<file path="config.mk">
export PLATFORM = sky130hd
export DESIGN_NAME = rr_stream_mux_flat
export DESIGN_NICKNAME = d
export VERILOG_FILES = /design/src/rtl/rr_stream_mux_if.sv /design/src/rtl/rr_stream_mux.sv /design/src/flat_wrapper.sv
export SDC_FILE = /design/constraint.sdc
export NUM_CORES = 1
export LEC_CHECK = 0
export ABC_AREA = 1
export CAP_MARGIN = 20
export CORE_ASPECT_RATIO = 2
export CORE_MARGIN = 1
export CORE_UTILIZATION = 25
export DETAILED_ROUTE_END_ITERATION = 10
export HOLD_SLACK_MARGIN = 0.15
export PLACE_DENSITY = 0.61
export SLEW_MARGIN = 5
export SYNTH_ARGS = -nofsm -noshare
export SYNTH_HDL_FRONTEND = slang
export SYNTH_SLANG_ARGS = --single-unit
</file>
<file path="constraint.sdc">
create_clock -name clk -period 3.65 [get_ports clk]
set_input_delay 0.73 -clock clk [delete_from_list [all_inputs] [get_ports clk]]
set_output_delay 0.73 -clock clk [all_outputs]
set_load 0.05 [all_outputs]
</file>
<file path="src/rtl/rr_stream_mux_if.sv">
// rtl/rr_stream_mux_if.sv - N-to-1 stream mux handshake bundle
// Producer streams, forced-select controls and the consumer stream in one interface.
interface rr_stream_mux_if #(
  parameter int NUM_CH = 4,
  parameter int DATA_W = 8
);
  localparam int SEL_W = (NUM_CH > 1) ? $clog2(NUM_CH) : 1;

  logic [NUM_CH*DATA_W-1:0] in_data;
  logic [NUM_CH-1:0]        in_valid;
  logic [NUM_CH-1:0]        in_ready;
  logic                     mode;
  logic [SEL_W-1:0]         sel;
  logic [DATA_W-1:0]        out_data;
  logic [SEL_W-1:0]         out_ch;
  logic                     out_valid;
  logic                     out_ready;

  modport master (
    output in_data, in_valid, mode, sel, out_ready,
    input  in_ready, out_data, out_ch, out_valid
  );

  modport slave (
    input  in_data, in_valid, mode, sel, out_ready,
    output in_ready, out_data, out_ch, out_valid
  );
endinterface

</file>
<file path="src/rtl/rr_stream_mux.sv">
// rtl/rr_stream_mux.sv - N-to-1 stream multiplexer with registered output
// Round-robin or forced channel selection feeding a single-entry output register.
module rr_stream_mux #(
  parameter int NUM_CH = 4,
  parameter int DATA_W = 8
) (
  input  logic           clk,
  input  logic           rst_n,
  rr_stream_mux_if.slave bus
);
  localparam int SEL_W = (NUM_CH > 1) ? $clog2(NUM_CH) : 1;
  localparam int PAD_W = 2 ** SEL_W;
  localparam logic [SEL_W:0] NUM_CH_W = (SEL_W + 1)'(NUM_CH);

  logic [SEL_W-1:0]  ptr_q, ptr_d;
  logic              out_valid_q, out_valid_d;
  logic [DATA_W-1:0] out_data_q, out_data_d;
  logic [SEL_W-1:0]  out_ch_q, out_ch_d;

  logic              load;
  logic              xfer;
  logic              grant_valid;
  logic [SEL_W-1:0]  grant_idx;
  logic [DATA_W-1:0] grant_data;
  logic [SEL_W:0]    scan;
  logic [PAD_W-1:0]  valid_pad;
  logic [PAD_W-1:0]  ready_pad;

  assign load = ~out_valid_q | bus.out_ready;
  assign xfer = grant_valid & load;

  // Zero-padding makes a forced index beyond NUM_CH-1 read as an idle channel.
  assign valid_pad = PAD_W'(bus.in_valid);

  always_comb begin
    grant_valid = 1'b0;
    grant_idx   = '0;
    scan        = '0;
    if (bus.mode) begin
      grant_idx   = bus.sel;
      grant_valid = valid_pad[bus.sel];
    end else begin
      for (int i = 1; i <= NUM_CH; i++) begin
        scan = {1'b0, ptr_q} + (SEL_W + 1)'(i);
        if (scan >= NUM_CH_W) begin
          scan = scan - NUM_CH_W;
        end
        if (!grant_valid && valid_pad[scan[SEL_W-1:0]]) begin
          grant_valid = 1'b1;
          grant_idx   = scan[SEL_W-1:0];
        end
      end
    end
  end

  always_comb begin
    grant_data = '0;
    for (int i = 0; i < NUM_CH; i++) begin
      if (grant_idx == SEL_W'(i)) begin
        grant_data = bus.in_data[i*DATA_W +: DATA_W];
      end
    end
  end

  always_comb begin
    ready_pad = '0;
    if (rst_n && xfer) begin
      ready_pad[grant_idx] = 1'b1;
    end
  end

  assign bus.in_ready = ready_pad[NUM_CH-1:0];

  always_comb begin
    ptr_d       = ptr_q;
    out_valid_d = out_valid_q;
    out_data_d  = out_data_q;
    out_ch_d    = out_ch_q;
    if (xfer) begin
      out_valid_d = 1'b1;
      out_data_d  = grant_data;
      out_ch_d    = grant_idx;
      if (!bus.mode) begin
        ptr_d = grant_idx;
      end
    end else if (bus.out_ready) begin
      out_valid_d = 1'b0;
    end
  end

  always_ff @(posedge clk or negedge rst_n) begin
    if (!rst_n) begin
      ptr_q       <= SEL_W'(NUM_CH - 1);
      out_valid_q <= 1'b0;
      out_data_q  <= '0;
      out_ch_q    <= '0;
    end else begin
      ptr_q       <= ptr_d;
      out_valid_q <= out_valid_d;
      out_data_q  <= out_data_d;
      out_ch_q    <= out_ch_d;
    end
  end

  assign bus.out_valid = out_valid_q;
  assign bus.out_data  = out_data_q;
  assign bus.out_ch    = out_ch_q;
endmodule

</file>
<file path="src/flat_wrapper.sv">
// flat-port wrapper written by rule: the top's interface ports become plain ports
module rr_stream_mux_flat 
#(
  parameter int NUM_CH = 4,
  parameter int DATA_W = 8
)
  (clk, rst_n, bus_in_data, bus_in_valid, bus_mode, bus_sel, bus_out_ready, bus_in_ready, bus_out_data, bus_out_ch, bus_out_valid);
  rr_stream_mux_if #(.NUM_CH(NUM_CH), .DATA_W(DATA_W)) bus_i ();
  input  logic clk;
  input  logic rst_n;
  input wire logic [$bits(bus_i.in_data)-1:0] bus_in_data;
  input wire logic [$bits(bus_i.in_valid)-1:0] bus_in_valid;
  input wire logic [$bits(bus_i.mode)-1:0] bus_mode;
  input wire logic [$bits(bus_i.sel)-1:0] bus_sel;
  input wire logic [$bits(bus_i.out_ready)-1:0] bus_out_ready;
  output wire logic [$bits(bus_i.in_ready)-1:0] bus_in_ready;
  output wire logic [$bits(bus_i.out_data)-1:0] bus_out_data;
  output wire logic [$bits(bus_i.out_ch)-1:0] bus_out_ch;
  output wire logic [$bits(bus_i.out_valid)-1:0] bus_out_valid;
  assign bus_i.in_data = bus_in_data;
  assign bus_i.in_valid = bus_in_valid;
  assign bus_i.mode = bus_mode;
  assign bus_i.sel = bus_sel;
  assign bus_i.out_ready = bus_out_ready;
  assign bus_in_ready = bus_i.in_ready;
  assign bus_out_data = bus_i.out_data;
  assign bus_out_ch = bus_i.out_ch;
  assign bus_out_valid = bus_i.out_valid;
  rr_stream_mux #(.NUM_CH(NUM_CH), .DATA_W(DATA_W)) u_core (.clk(clk), .rst_n(rst_n), .bus(bus_i));
endmodule
</file>
==> flow_summary.rst, run 1 <==
.. list-table::
   :header-rows: 1

   * - Metric
     - Value
   * - Number of buffers on the longest clock path
     - 2
   * - Leading cell types by total area after synthesis
     - dfrtp_1, nand2_1, nand3_1
   * - Horizontal die dimension
     - 52.18 um
   * - Crit path cell chain
     - clkdlybuf4s50_1 -> inv_1 -> nand2_1 -> nand2_1 -> nor2_1 -> nor2_1 -> nand3_1 -> nand2_2 -> nand2_1 -> nand2_1 -> inv_2 -> nand2_1 -> nor3_1 -> buf_12
   * - Post-route design area
     - 1951 um^2
   * - Hold Violations, Final
     - 0
   * - Mean routed wirelength per cell
     - between 10 and 15 um
   * - Layout cell share with drive strength beyond 1
     - between 10% and 20%
   * - Initial cell density of the core
     - 25.87%
   * - Instance count of the mapped netlist
     - a little under 200
   * - Overall die area
     - 5340 um^2
   * - Reg2Reg Depth
     - 14
   * - Crit path launch
     - bus_in_valid[3]
   * - Relative slew slack
     - approximately three fifths
   * - F_max
     - roughly 300 MHz
   * - Outcome
     - finished clean
   * - Synthesis-to-finish area growth
     - 54.97%
   * - Antenna violation net count after detailed routing
     - 0
   * - Most numerous cell on the critical path
     - nand2_1
   * - Via count of the first global-routing pass
     - ~1.4k
   * - Portion of the post-synthesis area used by sequential elements
     - about a quarter
   * - Post-Syn Area
     - roughly 1300 um^2
   * - Violation count after the first detailed-routing iteration
     - 21
   * - First-pass iteration count of the detailed router
     - 4
   * - Fraction of post-synthesis cell area in the top cell type by area
     - between 20% and 30%
   * - Crit. path cell count
     - 14
   * - Share of the clock period used by the worst path
     - between 90% and 100%
   * - Global routing usage summed across all routing layers
     - between 15 and 20%
   * - Total global routing overflow
     - 0
   * - Pins over their slew limit
     - 0
   * - Worst reg2reg path endpoint
     - u_core.bus.out_data[0]$_DFFE_PN0P_
   * - Area after detailed placement
     - around 1900 um^2
   * - Net Count, Synth
     - 237
   * - Final Critical Period
     - 3389 ps
   * - Post-layout net count
     - ~300
   * - Count of instances resized after the clock tree is built
     - 0
   * - Unique masters post-synth
     - 23
   * - Count of buffers from port buffering
     - 56
   * - Total of hold buffers inserted after clock tree synthesis
     - 0
   * - Total via count after detailed routing
     - 1454
   * - Global-route wire length before repair
     - 6568 um
   * - Final design utilization
     - between 40% and 50%
   * - Number of cell rows
     - 36
   * - # DRC
     - 0
   * - Path class of the lowest-slack min-delay path
     - flop to flop
   * - Max incr delay on CP
     - 480 ps
   * - Critical path required time
     - slightly below 3000 ps
   * - Antenna violations before repair
     - 0
   * - Cell family contributing the most delay on the critical path
     - simple AND/OR/NAND/NOR gates
   * - Post-synthesis cell type with the largest combined area
     - dfrtp_1
   * - Number of top-level design ports
     - 57
   * - Antenna fix cells
     - 0
   * - Synthesized area per cell
     - ~6.5 um^2
   * - HPWL Detailed
     - around 3300 um
   * - Inserted Clock Buffers
     - 3
   * - Vias per cell
     - approximately 4.7
   * - R2R setup slack
     - 1440 ps
   * - Setup violators final
     - 0
   * - Maximum number of pins on one net before global-route repair
     - 25
   * - Crit Path Class
     - input pin to primary output
   * - CTS tree
     - built
   * - Max VDD drop
     - 0.3956 mV
   * - Slowest library cell on the worst path
     - clkdlybuf4s50_1
   * - Root buffer cell
     - clkbuf_8
   * - Endpoint of the worst setup timing path
     - bus_in_ready[3]
   * - Highest fanout seen on the critical path
     - 4
   * - Clock tree skew after final layout
     - between 3 and 4 ps
   * - Setup repair bufs after CTS
     - 0
   * - Die Ht
     - 102.3 um
   * - Arrival time of the worst setup path
     - between 2000 and 3000 ps
   * - Slew of the pin with the lowest slew margin
     - between 500 and 600 ps
   * - Core footprint
     - a little under 5000 um^2
   * - Power per cell area
     - 808.3 nW/um^2
   * - Routability Congestion
     - a little under 0.9
   * - Crit start category
     - input pin
   * - Setup repair after global routing missed its margin
     - true
   * - Buffers & Inverters on Critical Path
     - 4
   * - Number of warnings reported in the yosys synthesis log
     - 0
   * - Reg2reg start
     - u_core.ptr_q[0]$_DFFE_PN1P_
   * - Worst Hold Path Cells
     - 2
   * - Sum of routed wire length over all layers
     - 3967 um
   * - Number of synthesized register bits
     - 13
   * - Maximum Capacitance Violations
     - 0
   * - Clock sink total
     - 13
   * - Clock latency on the worst-skew pair
     - 240 ps
   * - Type of destination of the critical path
     - primary output
   * - H-tree depth reported by CTS
     - 1
   * - Static Leakage
     - between 0.9 and 1 nW
   * - Clock input transition at the sequential cells of the worst setup and hold paths
     - about 50 ps
kinds of logic (layout without fill, tap and decap cells):
logic type      Yosys count  count (layout)  share of synthesized area [%]
buf+inv                  31              90                          13.82
flops                    13              13                          26.04
simple gates            131             131                          48.61
compound gates           20              20                          11.53
flip-flops by register name (all words and copies together) (netlist names):
name / flops
u_core.ptr_q: 2
u_core.bus.out_data: 8
u_core.bus.out_ch: 2
u_core.bus.out_valid: 1
where the power goes:
group / internal, W / switching, W / total (W)
Clock: 0.0000770 / 0.0000496 / 0.000127
Sequential: 0.000223 / 0.0000747 / 0.000298
Combinational: 0.000416 / 0.000736 / 0.00115
cells in the mapped netlist:
cell and n:
nor3_1 4, o21ai_0 6, o21ai_1 1, nand2_2 13, inv_2 3, o21ai_4 1, nand3b_1 8, a21boi_1 1
nand3_2 1, nand4_1 1, nand2_1 65, buf_6 6, nand3_1 29, nor2_1 7, o21bai_1 7, buf_4 2
a21oi_1 3, o21bai_4 1, inv_1 19, dfrtp_1 11, inv_6 1, nor2_2 3, dfstp_2 2
tightest hold or removal path: cells and delay by family (launching register included):
family / cells / cell delay [ps]
DFF: 1 / 340
and+or+nand+nor: 2 / 110
per-layer routing:
| metal | GRT usage, % | part of all wire [%] | vias to the layer above |
|---|---|---|---|
| li1 | - | - | 742 |
| met1 | 17.81 | 36 | 654 |
| met2 | 31.36 | 58 | 50 |
| met3 | 0.7440 | 2.9 | 8 |
| met4 | 8.097 | 3.3 | 0 |
| met5 | 0 | 0 | - |
area by class of cell:
class,instances,area [um^2]
Fill cell,527,2914
Multi-Input combinational cell,151,762.0
Timing Repair Buffer,63,653.1
Sequential cell,13,327.8
Inverter,23,91.34
Tap cell,57,71.32
Clock buffer,4,45.04
through the flow:
step	power (W)	setup TNS (ps)	instances	setup WS, ps	hold WS, ps
3_5_place_dp	0.001457	0	307	306.4	471.8
6_report	0.001577	0	311	260.9	483.1
5_1_grt	0.001722	-30.32	311	-16.32	502.5
3_3_place_gp	0.001451	0	307	324.6	463.9
4_1_cts	0.001591	0	311	280.0	486.1
2_1_floorplan	0.001143	0	195	252.9	434.4
how the worst min path moves through the flow:
stage	start	end	slack [ps]
6_report	u_core.bus.out_data[0]$_DFFE_PN0P_	u_core.bus.out_data[0]$_DFFE_PN0P_	480
5_1_grt	u_core.bus.out_ch[0]$_DFFE_PN0P_	u_core.bus.out_ch[0]$_DFFE_PN0P_	500
4_1_cts	u_core.bus.out_data[7]$_DFFE_PN0P_	u_core.bus.out_data[7]$_DFFE_PN0P_	490
3_5_place_dp	u_core.bus.out_data[7]$_DFFE_PN0P_	u_core.bus.out_data[7]$_DFFE_PN0P_	470
3_3_place_gp	u_core.bus.out_data[0]$_DFFE_PN0P_	u_core.bus.out_data[0]$_DFFE_PN0P_	460
2_1_floorplan	rst_n	u_core.bus.out_ch[0]$_DFFE_PN0P_	430
layout by cell type (no fill, tap or decap), drive strengths merged:
cell type and instances:
nand3 30, nor3 4, dfstp 2, buf 11, o21bai 8, inv 23, nand2 78, o21ai 8
nand4 1, a21boi 1, clkbuf 4, nor2 10, dfrtp 11, nand3b 8, a21oi 3, clkdlybuf4s50 52
No activity file was read; power rests on OpenSTA's default activity.
==> inputs of run 2 (changes only) <==
CTS_CLUSTER_SIZE = 10   (was default)
==> results of run 2 <==
Same layout as run 1: the final DEF is identical, and so are final timing and power.
